[config.mk]
export PLATFORM = sky130hd
export DESIGN_NAME = alu_control
export DESIGN_NICKNAME = d
export VERILOG_FILES = /design/src/rtl/alu_control.sv
export SDC_FILE = /design/constraint.sdc
export NUM_CORES = 1
export LEC_CHECK = 0
export ABC_CLOCK_PERIOD_IN_PS = 1300
export CELL_PAD_IN_SITES_DETAIL_PLACEMENT = 2
export CELL_PAD_IN_SITES_GLOBAL_PLACEMENT = 2
export CORE_UTILIZATION = 15
export CTS_CLUSTER_DIAMETER = 80
export DETAILED_ROUTE_END_ITERATION = 8
export PLACE_DENSITY = 0.78
export SETUP_SLACK_MARGIN = 0.3
export SYNTH_ARGS = -nofsm -noshare
export SYNTH_HDL_FRONTEND = slang
export SYNTH_SLANG_ARGS = --single-unit
[constraint.sdc]
create_clock -name clk -period 1.3 [get_ports clk]
set_input_delay 0.26 -clock clk [delete_from_list [all_inputs] [get_ports clk]]
set_output_delay 0.26 -clock clk [all_outputs]
set_load 0.01 [all_outputs]
[src/rtl/alu_control.sv]
`default_nettype none
// ============================================================================
// Module   : alu_control
// Brief    : Registered ALU control decoder. Maps the main-decoder operation
//            class (alu_op) and the R-type function field (funct) to a 4-bit
//            ALU operation select, and flags unsupported alu_op/funct pairs.
//            Outputs come straight from flops and update only on an enabled
//            rising clock edge.
// Revision : 1.0 - initial release
// ============================================================================
module alu_control #(
  parameter logic [3:0] RESET_CNT = 4'b0000
) (
  input  logic       clk,
  input  logic       rst_n,
  input  logic       en,
  input  logic [2:0] alu_op,
  input  logic [5:0] funct,
  output logic [3:0] alu_cnt,
  output logic       illegal
);

  // ALU operation codes (the top code bit is never set by the decoder)
  localparam logic [3:0] ALU_ADD = 4'b0000;
  localparam logic [3:0] ALU_SUB = 4'b0001;
  localparam logic [3:0] ALU_AND = 4'b0010;
  localparam logic [3:0] ALU_OR  = 4'b0011;
  localparam logic [3:0] ALU_SLT = 4'b0100;

  // Operation classes presented by the main decoder
  localparam logic [2:0] OP_RTYPE = 3'b000;
  localparam logic [2:0] OP_BEQ   = 3'b001;
  localparam logic [2:0] OP_SLTI  = 3'b010;
  localparam logic [2:0] OP_ADDI  = 3'b011;
  localparam logic [2:0] OP_ANDI  = 3'b100;
  localparam logic [2:0] OP_ORI   = 3'b101;

  logic [3:0] next_cnt;
  logic       next_illegal;

  // Pure combinational decode of the current inputs; unsupported pairs fall
  // back to ADD so the datapath always sees a harmless operation.
  always_comb begin
    next_cnt     = ALU_ADD;
    next_illegal = 1'b0;
    case (alu_op)
      OP_RTYPE: begin
        if (funct[5:3] == 3'b000) begin
          // R-type functions 0..7 map one-to-one onto codes 0..7
          next_cnt = {1'b0, funct[2:0]};
        end else begin
          next_cnt     = ALU_ADD;
          next_illegal = 1'b1;
        end
      end
      OP_BEQ:  next_cnt = ALU_SUB;
      OP_SLTI: next_cnt = ALU_SLT;
      OP_ADDI: next_cnt = ALU_ADD;
      OP_ANDI: next_cnt = ALU_AND;
      OP_ORI:  next_cnt = ALU_OR;
      default: begin
        next_cnt     = ALU_ADD;
        next_illegal = 1'b1;
      end
    endcase
  end

  // Output registers: async active-low reset wins over everything, en gates
  // the capture, otherwise the previous decode is held.
  always_ff @(posedge clk or negedge rst_n) begin
    if (!rst_n) begin
      alu_cnt <= RESET_CNT;
      illegal <= 1'b0;
    end else if (en) begin
      alu_cnt <= next_cnt;
      illegal <= next_illegal;
    end
  end

endmodule
`default_nettype wire

[Yosys cells after proc, flatten, opt, wreduce, memory -nomap -nowiden]
Cells that the tools add are included.
Word-level totals
  output and inout bits: 5
  input port bits: 12
  register bits after elaboration: 5
  word-level logic and storage cells: 14
Operators by class
  muxes and demuxes: 4
  reduce and logical (&&, ||, !) cells: 3
  equal/unequal tests: 5
Operator list (number)
  case mux 4 bit (5 select lines): 1
  == test 3 x 2 -> 1 bit, second input constant: 2
  == test 3 bit, second input constant: 2
  logical NOT 3 bit: 2
  OR reduction 5 bit: 1
  == test 3 x 1 -> 1 bit, second input constant: 1
  2-to-1 mux 3 bit: 1
  case mux 1 bit (2 select lines): 1
  2-to-1 mux 1 bit: 1

[Logic depth before layout (Yosys ltp)]
Gate-level depths: netlist (run 1).
  depth after elaboration: 3
  mapped depth: 3
  gate-level depth less buffers: 3

[Worst setup path before layout (run 1)]
OpenSTA, ideal clock, no wires.
  kind: input to register
  start: input port alu_op[2]
  end: register illegal
  data arrival time: 0.916 ns
  path slack: 0.302 ns
  stages: 2
  required time: 1.218 ns
  setup time: 0.082 ns
  buffers on the path: 0
  cells stage by stage: or4_1 -> a31oi_1
Between the ends
  cells in the longest elaborated chain, start to end: 3
  elaborated cells between the ends (all ways): 8
  classes of those cells: eq/ne: 5; mux: 1; reduce/logical: 2
RTL lines
  start, declared: line 17  | input logic [2:0] alu_op,
  == test 3 bit (tied with other cells): line 46  | case (alu_op)
  OR reduction 5 bit (no source line)
  case mux 1 bit (2 select lines) (*): line 46
  end signal, assigned: line 76  | illegal <= next_illegal;
  end, declared: line 20  | output logic illegal
Mark *: on every way between the ends. The rest lies on a longest branch, timed or not.
A chain may end at the register's enable or synchronous reset.

[Worst setup path in the final report (run 1)]
  start: register alu_cnt[1]
  end: output port alu_cnt[1]
RTL lines
  start, declared: line 19  | output logic [3:0] alu_cnt,
  start signal, assigned: line 75  | alu_cnt <= next_cnt;
No word-level cell between the ends.

==> run metrics, run 1 <==
HPWL after DPL 715 um; Pint 0.293 mW; Final Hold Fails 0; most frequent cells after synthesis dfrtp_1 (4), a31oi_1 (3), inv_1 (3), nand2_1 (2), o2bb2ai_1 (2); Synth top area share 0.494; Power Dens Cells 958 nW/um2; Sw Share 0.282; Routed wire per std cell 16.3 um; placed cell count 55; # IOs 17; mean cell area of the mapped netlist 9.21 um2; gr ovfl total 0; Final ANT Viol Nets 0; Worst-Skew Late Latency 240 ps; Synth async-reset ratio 1.00; Final Instance Area 425 um2; dominant synthesized flop cell dfrtp_1; routability cong. 0.812; routed via count 268; CP Launch Type flip-flop; Cell Area, Placed 400 um2; Max Cap Viol 0; area delta synth->final 110%; maximum clock rate 971 MHz; TNS Setup 0 ps; TritonRoute pass-1 iters 1; cell taking the most area after synthesis dfrtp_1; Seq/Total Area, Yosys 0.494; First DRT Iteration DRCs 0; CP max FO 2; P_leak 0.230 nW; Clock Sinks 4; H-tree depth 1; synth warn 0; pre-CTS setup slack -252 ps; hold_ws 227 ps; Synth Instances 22; Fill cells 132; WP buf/inv 1; critical path class flip-flop to primary output; hold-fix buffers at CTS 0; clock share of power 0.412; Routed WL 977 um; clk slew on worst S/H paths 50 ps; I/O Buffers 15; maximum vdd drop 471 uV; fin nets 60; critical path cell sequence buf_2; fin cells 60; Ant. Diodes 0; Die Height 38.8 um; Post-synth EDFFs 0; Yosys reg bits 4; slowest cell on the critical path dfrtp_1; CTS tree built; P_sw 0.115 mW; WP data required 1040 ps; Worst EP arrival 770 ps; total CTS buffers 3; leading post-synthesis cells by cell area dfrtp_1 (49%), a31oi_1 (9.3%), o2bb2ai_1 (8.6%); Initial Utilization 0.171; first-pass GRT wire length 1.43 mm; period utilization 0.792; top-count cell post-synth dfrtp_1; Slew Viols, Final 0; cell family with most CP delay flip-flops; Die X 38.8 um; minimum clock period 1030 ps; Clock Skew 0 ps; Mapped Area 203 um2; Worst Hold Class input port to async pin; Core Region 1190 um2; status complete, no violations; syn_nets 34; Max Root-Sink Buffers 2; Final Worst Setup Slack 270 ps; CTS Root Cell clkbuf_4; Die Area 1500 um2; vias in the first global route 289; largest net degree at the start of global routing 5; Vias per Instance 4.47; initial antenna violation count 0; Flop pwr share 0.345; power share of the combinational group 0.244; final setup vio count 0; layout cell share with drive strength beyond 1 0.478; GRT Overall Usage 0.164; RSZ-0062 raised after global routing true; CP Capture Type primary output; critical path's largest stage delay 380 ps; post-synthesis cell type count 13; DRC Markers 0; Core Rows 12
cell usage in the layout, fill, tap and decap left out, drive strengths merged:
cell type	instances
dfrtp	4
a21oi	1
dlymetal6s2s	2
clkdlybuf4s15	2
clkbuf	7
conb	1
or4	1
o2bb2ai	2
clkdlybuf4s50	3
nand2b	1
nor2	1
nor3	1
a31oi	3
buf	11
o41ai	1
nand2	2
inv	3
repair_timing:
item	4_1_cts	5_1_grt
pin swaps	3	5
gates resized for setup	25	14
endpoints found under the setup margin	8	7
setup buffers	0	2
logic make-up (layout without fill, tap and decap cells):
family	count (synthesis)	count (layout)	share of synthesized area
buffers and inverters	4	28	0.0926
AND/OR/NAND/NOR	6	6	0.148
other	1	1	0.0185
AO/OA/AOI/OAI	7	7	0.247
flip-flops	4	4	0.494
state kept, by name, summed over array words and instances (netlist names):
name	count
alu_cnt	3
illegal	1
final timing paths:
kind,to,from,cells past startpoint,slack (ps)
max in group asynchronous,alu_cnt[2],rst_n,1,870
setup / recovery,alu_cnt[1],alu_cnt[1],1,270
min in group clk,illegal,alu_op[2],3,320
hold reg to reg,alu_cnt[2],alu_cnt[2],2,480
setup reg to reg,alu_cnt[1],alu_cnt[1],2,570
hold / removal,illegal,rst_n,1,230
power groups by stage:
| stage | sequential, mW | combinational, mW | clock, mW |
|---|---|---|---|
| floorplan | 0.147 | 0.0210 | 0 |
| global placement | 0.142 | 0.0984 | 0 |
| detailed placement | 0.143 | 0.103 | 0 |
| CTS | 0.140 | 0.0941 | 0.175 |
| global route | 0.142 | 0.108 | 0.185 |
| finish | 0.140 | 0.0993 | 0.168 |
final cells by class:
cell class	instances	area (um2)	area share
Sequential cell	4	100	0.235
Tap cell	14	17.5	0.0412
Multi-Input combinational cell	14	106	0.250
Clock buffer	3	22.5	0.0529
Inverter	3	11.3	0.0265
Timing Repair Buffer	22	168	0.394
routing by layer:
layer | share of wire | global-route usage | vias to the layer above
li1 | - | - | 126
met1 | 0.39 | 0.168 | 131
met2 | 0.53 | 0.258 | 9
met3 | 0.067 | 0.104 | 2
met4 | 0.013 | 0.0776 | 0
met5 | 0 | 0 | -
per-stage QoR:
stage,power [mW],utilization
6_report,0.408,0.359
5_1_grt,0.434,0.359
4_1_cts,0.410,0.349
3_5_place_dp,0.246,0.338
3_3_place_gp,0.241,0.338
2_1_floorplan,0.168,-
worst reg2reg max path: cells and delay by family, from the launching register on:
family                 cells  cell delay (ps)
AOI/OAI and AO/OA          1              110
buffers and inverters      1              130
DFF                        1              380
Power figures use the tool's default switching activity.
==> inputs of run 2 (changes only) <==
- ABC_CLOCK_PERIOD_IN_PS: 1300 -> 1000
- CORE_UTILIZATION: 15 -> 14
- PLACE_DENSITY: 0.78 -> 0.73
- clock period: 1.3 -> 1 ns (I/O delays scaled with it)
==> run 2 against run 1 <==
  * Setup slack got worse by 210 ps
  * Combinational power rose by 87%
  * Flip-flop and latch count did not move
  * Wire length fell by 1.6%
  * Total power rose by 38%
  * Critical path type unchanged
  * Die area rose by 6.8%
  * Cell area rose by 24%
  * First-iteration DRC count did not move
  * Clock skew did not move
  * Sequential power rose by 31%
==> run metrics, run 2 (synthesis gave the netlist of run 1 again) <==
R2R depth 4 (+2); Power Dens Cells 1070 nW/um2 (+11%); TNS Setup 0 ps (unchanged); TritonRoute pass-1 iters 1 (unchanged); Core Region 1320 um2 (+11%); P_leak 0.270 nW (+17%); area delta synth->final 161%; slowest cell on the critical path dfrtp_1; status complete, no violations; cell family with most CP delay flip-flops; Worst EP arrival 740 ps (-30 ps); hold_ws 177 ps (-49.5 ps); Max Root-Sink Buffers 2 (unchanged); critical path class flip-flop to primary output; Slew Viols, Final 0 (unchanged); initial antenna violation count 0 (unchanged); final setup vio count 0 (unchanged); total CTS buffers 3 (unchanged); First DRT Iteration DRCs 0 (unchanged); Worst-Skew Late Latency 230 ps (about the same); CP max FO 2 (unchanged); worst setup path endpoint alu_cnt[2]; CP Depth 1 (unchanged); routed via count 297 (+11%); Cell Area, Placed 443 um2 (+11%); CTS Root Cell clkbuf_4; Final Instance Area 529 um2 (+24%); placed cell count 60 (+9.1%); worst reg-to-reg setup slack 170 ps (-400 ps); HPWL after DPL 704 um (-1.6%); commonest non-fill, non-tap cell in the layout buf_4; Tot Pwr 0.564 mW (+38%); Vias per Instance 4.37 (-2.2%); Die Area 1600 um2 (+6.8%); Biggest register alu_cnt; # IOs 17 (unchanged); period utilization 0.943; Core Rows 13 (+1); Ant. Diodes 0 (unchanged); most frequent cells in the layout buf_4 (10), buf_2 (7), buf_6 (7); Routed wire per std cell 14.1 um (-13%); Die Height 40.1 um (+3.3%); Clock Skew 0 ps (unchanged); DRC Markers 0 (unchanged); Regs by FF count alu_cnt x3, illegal x1; critical path's largest stage delay 390 ps (about the same); CP Capture Type primary output; vias in the first global route 354 (+22%); H-tree depth 1 (unchanged); maximum vdd drop 306 uV (-35%); Final Hold Fails 0 (unchanged); gr ovfl total 0 (unchanged); r2r startpoint alu_cnt[2]; CTS tree built; Max Cap Viol 0 (unchanged); Final ANT Viol Nets 0 (unchanged); largest net degree at the start of global routing 5 (unchanged); Worst Hold Class input port to async pin; Routed WL 961 um (-1.6%); max reg flops 3 (unchanged); clk slew on worst S/H paths 40 ps (about the same); fin cells 68 (+13%); I/O Buffers 15 (unchanged); RSZ-0062 raised after global routing true; GRT Overall Usage 0.146 (-0.0178); Clock Sinks 4 (unchanged); maximum clock rate 1060 MHz; layout cell share with drive strength beyond 1 0.660 (+0.182); routability cong. 0.656 (-19%); minimum clock period 943 ps; critical path cell sequence buf_6; first-pass GRT wire length 1.39 mm (-2.5%); WP buf/inv 1 (unchanged); Initial Utilization 0.154 (-0.0170); Die X 40.1 um (+3.3%); fin nets 67 (+12%); FF-to-FF End alu_cnt[2]; CP Launch Type flip-flop; critical path startpoint alu_cnt[2]; WP data required 800 ps (-240 ps)
-- run 2: cell types whose count changed in the layout (fill, tap and decap cells not counted), sizes merged --
cell and change:
clkdlybuf4s50 +1, dlymetal6s2s -2, dlygate4sd2 +1, clkdlybuf4s15 -2, buf +13, clkbuf -4
-- run 2: routing by layer --
layer	global-route usage	wire length [um]
met1	0.100	311
met2	0.306	576
met3	0.0500	73
met4	0.103	0
met5	0	0
-- run 2: repair_timing --
item | in CTS | in global routing
hold buffers | 0 | 0
endpoints found under the setup margin | 8 | 8
resized for setup | 53 | 3
setup buffers | 4 | 1
pin swaps | 4 | 2
-- run 2: final cells by class --
class	instances	area (um2)
Clock buffer	3	22.5
Fill cell	145	788
Inverter	3	11.3
Multi-Input combinational cell	14	139
Sequential cell	4	100
Tap cell	15	18.8
Timing Repair Buffer	29	238
-- run 2: where the power goes --
part	total, mW	switching, mW	internal [mW]
Sequential	0.183	0.00692	0.176
Clock	0.195	0.0614	0.134
Combinational	0.186	0.0737	0.113
-- run 2: per-stage QoR --
stage | setup slack (ps) | util
finish | 57.0 | 0.402
global route | 26.7 | 0.402
CTS | 48.0 | 0.385
detailed placement | -405 | 0.336
global placement | -376 | 0.336
floorplan | 95.0 | -
-- run 2: worst min-delay path by stage --
stage | depth (start not counted) | slack, ps | start | endpoint
final | 1 | 180 | rst_n | alu_cnt[0]
after global routing | 1 | 170 | rst_n | alu_cnt[1]
after CTS | 1 | 180 | rst_n | alu_cnt[0]
after detailed placement | 1 | 420 | rst_n | alu_cnt[0]
after global placement | 1 | 420 | rst_n | alu_cnt[1]
after floorplan | 0 | -100 | rst_n | alu_cnt[0]
==> inputs of run 3 (changes only) <==
- CORE_MARGIN: unset -> 3
- CTS_CLUSTER_DIAMETER: 80 -> 30
- SLEW_MARGIN: unset -> 20
==> run 3 against run 2 <==
  * Non-clock buffer count is the same
  * Via count grew 2.0%
  * Count of clock-buffer cells in the layout is the same
  * Global-route usage shrank 1.8 points
  * Largest power group unchanged
  * Total power grew 2.6%
  * First-iteration DRC count is the same
  * Cell area shrank 4.0%
  * Largest cell class unchanged
==> run metrics, run 3 (synthesis gave the netlist of run 1 again) <==
RSZ-0062 raised after global routing true; fin cells 68 (unchanged); CP max FO 2 (unchanged); placed cell count 60 (unchanged); Regs by FF count alu_cnt x3, illegal x1; maximum vdd drop 301 uV (-1.6%); WP data required 800 ps (about the same); largest net degree at the start of global routing 5 (unchanged); Vias per Instance 4.46 (+2.0%); gr ovfl total 0 (unchanged); critical path cell sequence buf_2; Final Worst Setup Slack 46.0 ps (-11.0 ps); Slew Viols, Final 0 (unchanged); Core Rows 13 (unchanged); CTS tree built; grt peak-use layer met2; Max Root-Sink Buffers 2 (unchanged); first-pass GRT wire length 1.66 mm (+19%); CP Launch Type flip-flop; routed via count 303 (+2.0%); Post-Route Utilization 0.381 (-0.0208); commonest non-fill, non-tap cell in the layout buf_2; Power Dens Cells 1140 nW/um2 (+6.9%); maximum clock rate 1050 MHz (-1.2%); CTS Root Cell clkbuf_4; period utilization 0.954 (+0.0110); CP Capture Type primary output; H-tree depth 1 (unchanged); DRC Markers 0 (unchanged); minimum clock period 954 ps (+11.0 ps); GR Util met1 0.117 (+0.0166); Core Region 1330 um2 (+1.2%); GRT Overall Usage 0.128 (-0.0182); area taken by multi-input logic gates 133 um2 (-4.5%); Clock Sinks 4 (unchanged); fin nets 67 (unchanged); Ant. Diodes 0 (unchanged); Final Instance Area 508 um2 (-4.0%); Die Area 1940 um2 (+21%); most frequent cells in the layout buf_2 (10), buf_4 (9), buf_6 (5); initial antenna violation count 0 (unchanged); Worst EP arrival 750 ps (about the same); cell family with most CP delay flip-flops; pre-CTS setup slack -431 ps (-26.5 ps); worst reg-to-reg setup slack 70 ps (-100 ps); # IOs 17 (unchanged); I/O Buffers 15 (unchanged); critical path class flip-flop to primary output; Routed WL 960 um (-0.10%); Biggest register alu_cnt; P_leak 0.256 nW (-4.9%); Routed wire per std cell 14.1 um (-0.10%); max reg flops 3 (unchanged); First DRT Iteration DRCs 0 (unchanged); HPWL after DPL 720 um (+2.4%); Final ANT Viol Nets 0 (unchanged); clk slew on worst S/H paths 40 ps (about the same); Clock Skew 0 ps (unchanged); Global Route met2 Usage 0.212 (-0.0942); TritonRoute pass-1 iters 1 (unchanged); Worst-Skew Late Latency 250 ps (+20 ps); Tot Pwr 0.579 mW (+2.6%); total CTS buffers 3 (unchanged); critical path's largest stage delay 370 ps (-20 ps); Worst Hold Class input port to async pin; slowest cell on the critical path dfrtp_1; vias in the first global route 372 (+5.1%); Max Cap Viol 0 (unchanged); Initial Utilization 0.152 (-0.00188); Cell Area, Placed 443 um2 (unchanged); TNS Setup 0 ps (unchanged); layout cell share with drive strength beyond 1 0.679 (+0.0189); Final Hold Fails 0 (unchanged); area delta synth->final 151%; Die Height 44.1 um (+10%); WP buf/inv 1 (unchanged); status complete, no violations; hold_ws 158 ps (-19.2 ps); Die X 44.1 um (+10%); met3 Track Usage GR 0.0488 (-0.00122); Fill cells 158 (+9.0%); final setup vio count 0 (unchanged); FF+latch area 100 um2 (unchanged); routability cong. 0.778 (+18%)
run 3: where the power goes:
group	total [mW]	internal [mW]	switching (mW)
combinational	0.186	0.111	0.0752
sequential	0.181	0.176	0.00562
clock	0.212	0.135	0.0769
run 3: path summary, 6_finish.rpt:
path | cells after the start | start | to
min reg2reg | 4 | alu_cnt[2] | alu_cnt[2]
max | 1 | alu_cnt[0] | alu_cnt[0]
min | 1 | rst_n | alu_cnt[0]
max in group asynchronous | 1 | rst_n | alu_cnt[2]
min in group clk | 3 | alu_op[1] | illegal
max reg2reg | 4 | alu_cnt[0] | alu_cnt[0]
run 3: area by class of cell:
cell class                 instances  share of cell area
clock buffer                       3              0.0443
inverter                           3              0.0222
tap                               15              0.0369
timing repair buffer              29               0.438
multi-input combinational         14               0.261
sequential                         4               0.197
run 3: layer usage:
metal  vias to the layer above  share of wire  wire length [um]
li1                        139              -                 -
met1                       142           0.34               323
met2                        18           0.52               500
met3                         4          0.097                93
met4                         0          0.044                42
met5                         -              0                 0
run 3: timing repair:
| item | 4_1_cts | 5_1_grt |
|---|---|---|
| setup endpoints to repair | 8 | 8 |
| setup buffers | 4 | 1 |
| hold buffers | 0 | 0 |
| resized for setup | 51 | 2 |
| pin swaps | 4 | 0 |
run 3: worst reg2reg max path, stage by stage, from the launching register on:
cell and delay [ps]:
dfrtp_1 370, buf_4 130, buf_6 100, buf_6 100, o2bb2ai_2 110
